$ cat src/rtl/sync_fifo_flex_if.sv
// Handshake bundle between sync_fifo_flex and its producer/consumer.
// Both ports of the FIFO share one clock, so the bundle carries no clock.
interface sync_fifo_flex_if #(
    parameter int DATA_WIDTH = 8,
    parameter int DEPTH      = 10
);
    localparam int CW = $clog2(DEPTH + 1);

    logic                  flush;
    logic                  wr_en;
    logic [DATA_WIDTH-1:0] data_in;
    logic                  rd_en;
    logic [DATA_WIDTH-1:0] data_out;
    logic                  FULL;
    logic                  EMPTY;
    logic                  ALMOST_FULL;
    logic                  ALMOST_EMPTY;
    logic [CW-1:0]         count;
    logic                  overflow;
    logic                  underflow;

    modport master (
        output flush, wr_en, data_in, rd_en,
        input  data_out, FULL, EMPTY, ALMOST_FULL, ALMOST_EMPTY,
        input  count, overflow, underflow
    );

    modport slave (
        input  flush, wr_en, data_in, rd_en,
        output data_out, FULL, EMPTY, ALMOST_FULL, ALMOST_EMPTY,
        output count, overflow, underflow
    );
endinterface

$ cat src/rtl/sync_fifo_flex.sv
// Single-clock FIFO for any DEPTH >= 2 with count, thresholds, error pulses.
// Define SYNC_FIFO_FWFT_EN for first-word-fall-through reads.
module sync_fifo_flex #(
    parameter int DATA_WIDTH    = 8,
    parameter int DEPTH         = 10,
    parameter int AFULL_THRESH  = DEPTH - 2,
    parameter int AEMPTY_THRESH = 2
) (
    input  logic             clk,
    input  logic             rst_n,
    sync_fifo_flex_if.slave  f
);
    localparam int CW = $clog2(DEPTH + 1);
    localparam int PW = $clog2(DEPTH);

    localparam logic [CW-1:0] DEPTH_C = CW'(DEPTH);
    localparam logic [CW-1:0] AF_C    = CW'(AFULL_THRESH);
    localparam logic [CW-1:0] AE_C    = CW'(AEMPTY_THRESH);
    localparam logic [PW-1:0] LAST_P  = PW'(DEPTH - 1);

    logic [DATA_WIDTH-1:0] mem [DEPTH];
    logic [PW-1:0]         wr_ptr;
    logic [PW-1:0]         rd_ptr;
    logic [CW-1:0]         cnt;
    logic [CW-1:0]         cnt_nxt;
    logic                  ovf_q;
    logic                  udf_q;
    logic                  full;
    logic                  empty;
    logic                  rd_ok;
    logic                  wr_ok;

    assign full  = (cnt == DEPTH_C);
    assign empty = (cnt == '0);
    assign rd_ok = f.rd_en & ~empty;
    assign wr_ok = f.wr_en & (~full | rd_ok);

    always_comb begin
        cnt_nxt = cnt;
        if (wr_ok && !rd_ok) begin
            cnt_nxt = cnt + CW'(1);
        end else if (rd_ok && !wr_ok) begin
            cnt_nxt = cnt - CW'(1);
        end
    end

    // Explicit wrap so non-power-of-2 depths work.
    always_ff @(posedge clk or negedge rst_n) begin
        if (!rst_n) begin
            wr_ptr <= '0;
            rd_ptr <= '0;
            cnt    <= '0;
            ovf_q  <= 1'b0;
            udf_q  <= 1'b0;
        end else if (f.flush) begin
            wr_ptr <= '0;
            rd_ptr <= '0;
            cnt    <= '0;
            ovf_q  <= 1'b0;
            udf_q  <= 1'b0;
        end else begin
            if (wr_ok) begin
                wr_ptr <= (wr_ptr == LAST_P) ? '0 : wr_ptr + PW'(1);
            end
            if (rd_ok) begin
                rd_ptr <= (rd_ptr == LAST_P) ? '0 : rd_ptr + PW'(1);
            end
            cnt   <= cnt_nxt;
            ovf_q <= f.wr_en & full & ~rd_ok;
            udf_q <= f.rd_en & empty;
        end
    end

    always_ff @(posedge clk) begin
        if (wr_ok && !f.flush) begin
            mem[wr_ptr] <= f.data_in;
        end
    end

`ifdef SYNC_FIFO_FWFT_EN
    assign f.data_out = empty ? '0 : mem[rd_ptr];
`else
    logic [DATA_WIDTH-1:0] dout_q;

    always_ff @(posedge clk or negedge rst_n) begin
        if (!rst_n) begin
            dout_q <= '0;
        end else if (rd_ok && !f.flush) begin
            dout_q <= mem[rd_ptr];
        end
    end

    assign f.data_out = dout_q;
`endif

    assign f.FULL         = full;
    assign f.EMPTY        = empty;
    assign f.ALMOST_FULL  = (cnt >= AF_C);
    assign f.ALMOST_EMPTY = (cnt <= AE_C);
    assign f.count        = cnt;
    assign f.overflow     = ovf_q;
    assign f.underflow    = udf_q;
endmodule

$ cat src/flat_wrapper.sv
// flat-port wrapper written by rule: the top's interface ports become plain ports
module sync_fifo_flex_flat 
#(
    parameter int DATA_WIDTH    = 8,
    parameter int DEPTH         = 10,
    parameter int AFULL_THRESH  = DEPTH - 2,
    parameter int AEMPTY_THRESH = 2
)
  (clk, rst_n, f_flush, f_wr_en, f_data_in, f_rd_en, f_data_out, f_FULL, f_EMPTY, f_ALMOST_FULL, f_ALMOST_EMPTY, f_count, f_overflow, f_underflow);
  sync_fifo_flex_if #(.DATA_WIDTH(DATA_WIDTH), .DEPTH(DEPTH)) f_i ();
  input  logic clk;
  input  logic rst_n;
  input wire logic [$bits(f_i.flush)-1:0] f_flush;
  input wire logic [$bits(f_i.wr_en)-1:0] f_wr_en;
  input wire logic [$bits(f_i.data_in)-1:0] f_data_in;
  input wire logic [$bits(f_i.rd_en)-1:0] f_rd_en;
  output wire logic [$bits(f_i.data_out)-1:0] f_data_out;
  output wire logic [$bits(f_i.FULL)-1:0] f_FULL;
  output wire logic [$bits(f_i.EMPTY)-1:0] f_EMPTY;
  output wire logic [$bits(f_i.ALMOST_FULL)-1:0] f_ALMOST_FULL;
  output wire logic [$bits(f_i.ALMOST_EMPTY)-1:0] f_ALMOST_EMPTY;
  output wire logic [$bits(f_i.count)-1:0] f_count;
  output wire logic [$bits(f_i.overflow)-1:0] f_overflow;
  output wire logic [$bits(f_i.underflow)-1:0] f_underflow;
  assign f_i.flush = f_flush;
  assign f_i.wr_en = f_wr_en;
  assign f_i.data_in = f_data_in;
  assign f_i.rd_en = f_rd_en;
  assign f_data_out = f_i.data_out;
  assign f_FULL = f_i.FULL;
  assign f_EMPTY = f_i.EMPTY;
  assign f_ALMOST_FULL = f_i.ALMOST_FULL;
  assign f_ALMOST_EMPTY = f_i.ALMOST_EMPTY;
  assign f_count = f_i.count;
  assign f_overflow = f_i.overflow;
  assign f_underflow = f_i.underflow;
  sync_fifo_flex #(.DATA_WIDTH(DATA_WIDTH), .DEPTH(DEPTH), .AFULL_THRESH(AFULL_THRESH), .AEMPTY_THRESH(AEMPTY_THRESH)) u_core (.clk(clk), .rst_n(rst_n), .f(f_i));
endmodule
$ cat config.mk
export PLATFORM = sky130hd
export DESIGN_NAME = sync_fifo_flex_flat
export DESIGN_NICKNAME = d
export VERILOG_FILES = /design/src/rtl/sync_fifo_flex_if.sv /design/src/rtl/sync_fifo_flex.sv /design/src/flat_wrapper.sv
export SDC_FILE = /design/constraint.sdc
export NUM_CORES = 1
export LEC_CHECK = 0
export ABC_AREA = 0
export CAP_MARGIN = 20
export CELL_PAD_IN_SITES_DETAIL_PLACEMENT = 0
export CELL_PAD_IN_SITES_GLOBAL_PLACEMENT = 1
export CORE_UTILIZATION = 45
export DETAILED_ROUTE_END_ITERATION = 8
export HOLD_SLACK_MARGIN = 0.05
export PLACE_DENSITY_LB_ADDON = 0.12
export SYNTH_ARGS = -nofsm -noshare
export SYNTH_HDL_FRONTEND = slang
export SYNTH_SLANG_ARGS = --single-unit
$ cat constraint.sdc
create_clock -name clk -period 2.2 [get_ports clk]
set_input_delay 0.44 -clock clk [delete_from_list [all_inputs] [get_ports clk]]
set_output_delay 0.44 -clock clk [all_outputs]
set_load 0.02 [all_outputs]
==> flow_summary.json <==
{
  "status": "finished clean",
  "rows": 35,
  "io_buffers": 30,
  "die_y_um": 101,
  "viasPerCell": 5.27,
  "start_kind": "flop",
  "synth_top_flop_cell": "edfxtp_1",
  "antenna_found_initial": 0,
  "synthCells": 281,
  "critPathTopFamily": "multiplexers",
  "io_pins": 31,
  "initial_core_util": 0.470,
  "yosysTopAreaCellShare": 0.545,
  "slowest_stage": "dfrtp_2",
  "rsz0062_at_grt": "yes",
  "p_switching_mw": 1.61,
  "insertion_delay_ns": 0.36,
  "peakVddDrop_v": 0.000417,
  "coreArea_um2": 9370,
  "clkPwrFrac": 0.253,
  "switching_share": 0.303,
  "dieArea_um2": 10200,
  "n_antenna_cell": 0,
  "cp_max_fo": 4,
  "final_nets": 348,
  "cts-root-buf": "clkbuf_8",
  "yosysWarnings": 0,
  "fp.dieW_um": 101,
  "ys_ff_latch": 102,
  "place_area_um2": 4990,
  "fin_setup_tns_ns": 0,
  "grt_max_degree": 30,
  "grt-ovfl-total": 0,
  "ys_seq_area_frac": 0.670,
  "worst_pin_slew_ns": 0.563,
  "numCtsBuffers": 9,
  "syn_area_per_cell_um2": 15.7,
  "dp_hpwl_mm": 5.37,
  "finalHoldViolCount": 0,
  "ant_nets": 0,
  "min_period_ns": 2.18,
  "syn-num-nets": 299,
  "synth_area_leaders": "edfxtp_1 (55%), dfrtp_1 (13%), mux4_2 (5.1%)",
  "critical_path_arrival_ns": 2.43,
  "comb_power_share": 0.308,
  "drv_cap": 0,
  "period_share": 0.989,
  "first_pass_iters": 4,
  "p_seq_frac": 0.439,
  "drt_iter0_markers": 72,
  "cp.required_ns": 2.46,
  "gr-usage-met3": 0.0333,
  "vias": 2443,
  "clk_pin_slew_ns": 0.10,
  "syn-cell-area_um2": 4400,
  "slew_violations": 0,
  "powerDensity_nw_per_um2": 1010,
  "grt_pass1_wl_mm": 12.7,
  "intPower_mw": 3.70,
  "finalWirelength_mm": 7.80,
  "crit_chain": "nor4_4 > o31ai_4 > ha_1 > a21o_1 > a21oi_2 > mux2i_1 > mux2_1",
  "end_kind": "flop",
  "critPathKind": "reg2reg",
  "yosysUniqueCellTypes": 48,
  "synth_edf_count": 80,
  "rrSetupSlack_ns": 0.02,
  "grt_pass1_vias": 2395,
  "ctsHtreeMaxLevel": 3,
  "place_congestion": 0.737,
  "synthArstFlopShare": 0.216,
  "met1_usage": 0.244,
  "skew_ns": 0.0116,
  "hp-class": "in2async",
  "relSlewSlack": 0.625,
  "busiest_layer": "met2",
  "critPathBufInv": 0,
  "cts.sinks": 102,
  "gr-usage-met2": 0.266,
  "synth_commonest_cells": "edfxtp_1 (80), nand2_1 (23), dfrtp_1 (22)",
  "post-synth-top-count-cell": "edfxtp_1",
  "layout-drive-gt1-share": 0.236,
  "leakagePower_nw": 1.85,
  "cts_tree": "built",
  "wl_per_cell_um": 16.8,
  "grt_util_all_layers": 0.172,
  "post-route-cell-area_um2": 5260,
  "synth_area_leader_cell": "edfxtp_1",
  "areaGrowthSynthToFinish_pct": 19.3,
  "finalSetupViolations": 0,
  "drc_errors": 0,
  "clockBufferDepth": 2,
  "max_stage_delay_ns": 0.46,
  "fmax_ghz": 0.459
}
path summary, 6_finish.rpt:
check / start / to / cells past startpoint
min in group clk: u_core.f.data_out[0] / u_core.f.data_out[0] / 2
min reg2reg: u_core.f.data_out[0] / u_core.f.data_out[0] / 2
min: rst_n / u_core.f.count[1] / 2
max: u_core.f.count[2] / u_core.f.count[3] / 7
max reg2reg: u_core.f.count[2] / u_core.f.count[3] / 7
max in group asynchronous: rst_n / u_core.f.count[0] / 2
cells in the final DEF, fill, tap and decap left out, types with 2 or more instances in the layout:
cell type / netlist / final
edfxtp_1: 80 / 80
buf_4: 2 / 27
clkdlybuf4s50_1: 0 / 26
nand2_1: 23 / 23
o21ai_1: 19 / 19
dfrtp_1: 22 / 19
nor2_1: 17 / 17
a21oi_1: 11 / 10
mux4_2: 10 / 10
mux2i_1: 10 / 10
clkbuf_8: 0 / 9
mux2_2: 8 / 8
mux4_1: 6 / 6
inv_1: 4 / 4
nand2b_1: 4 / 4
nor3_1: 7 / 4
or3_1: 3 / 3
nor3_2: 0 / 3
ha_1: 4 / 3
dlygate4sd2_1: 0 / 3
dfrtp_2: 0 / 3
inv_2: 2 / 2
and3b_1: 2 / 2
a21o_1: 2 / 2
a21oi_2: 1 / 2
nand3_1: 2 / 2
mux2_1: 2 / 2
inv_8: 0 / 2
bufinv_16: 0 / 2
routing by layer:
layer | vias up | routed length (µm)
met5 | - | 0
met2 | 37 | 3700
li1 | 1175 | -
met4 | 0 | 110
met1 | 1223 | 3770
met3 | 8 | 220
through the flow:
step,cells,utilization,hold slack [ns],power (mW),setup slack [ns]
after floorplan,281,-,0.144,3.46,-0.224
after global placement,448,0.532,0.466,4.00,-0.402
after detailed placement,448,0.532,0.474,4.02,-0.475
after CTS,464,0.559,0.408,5.37,0.0116
after global routing,464,0.561,0.458,5.60,-0.0853
final,464,0.561,0.410,5.31,0.0232
registers in the layout, summed over array words and instances, names as in the netlist:
signal,cells
u_core.wr_ptr,4
u_core.mem,80
u_core.rd_ptr,4
u_core.f.data_out,8
u_core.f.overflow,1
u_core.f.underflow,1
u_core.f.count,4
logic make-up after synthesis:
group                    after synthesis  share of synthesized area
multiplexers                          36                      0.135
AND/OR/NAND/NOR                       66                     0.0756
flip-flops                           102                      0.670
AO/OA/AOI/OAI                         44                     0.0656
adder cells (fa/ha/maj)                5                     0.0159
XOR/XNOR                               2                    0.00398
buffers and inverters                 26                     0.0332
timing repair:
item	4_1_cts	5_1_grt
pin swaps	2	2
buffers inserted	0	0
endpoints found under the setup margin	4	1
hold buffers	0	0
endpoints found under the hold margin	0	0
resized for setup	8	2
area by class of cell:
class,instances,area (µm²)
Clock buffer,9,124
Clock inverter,7,115
Fill cell,796,4120
Inverter,6,22.5
Multi-Input combinational cell,153,1360
Sequential cell,102,2960
Tap cell,129,161
Timing Repair Buffer,58,519
power groups by stage:
| stage | Clock, mW | Combinational, mW | Sequential [mW] |
|---|---|---|---|
| after floorplan | 0 | 1.00 | 2.46 |
| after global placement | 0 | 1.63 | 2.37 |
| after detailed placement | 0 | 1.64 | 2.37 |
| after CTS | 1.40 | 1.64 | 2.34 |
| after global routing | 1.46 | 1.79 | 2.35 |
| final | 1.34 | 1.64 | 2.33 |
No activity file was read; power rests on OpenSTA's default activity.
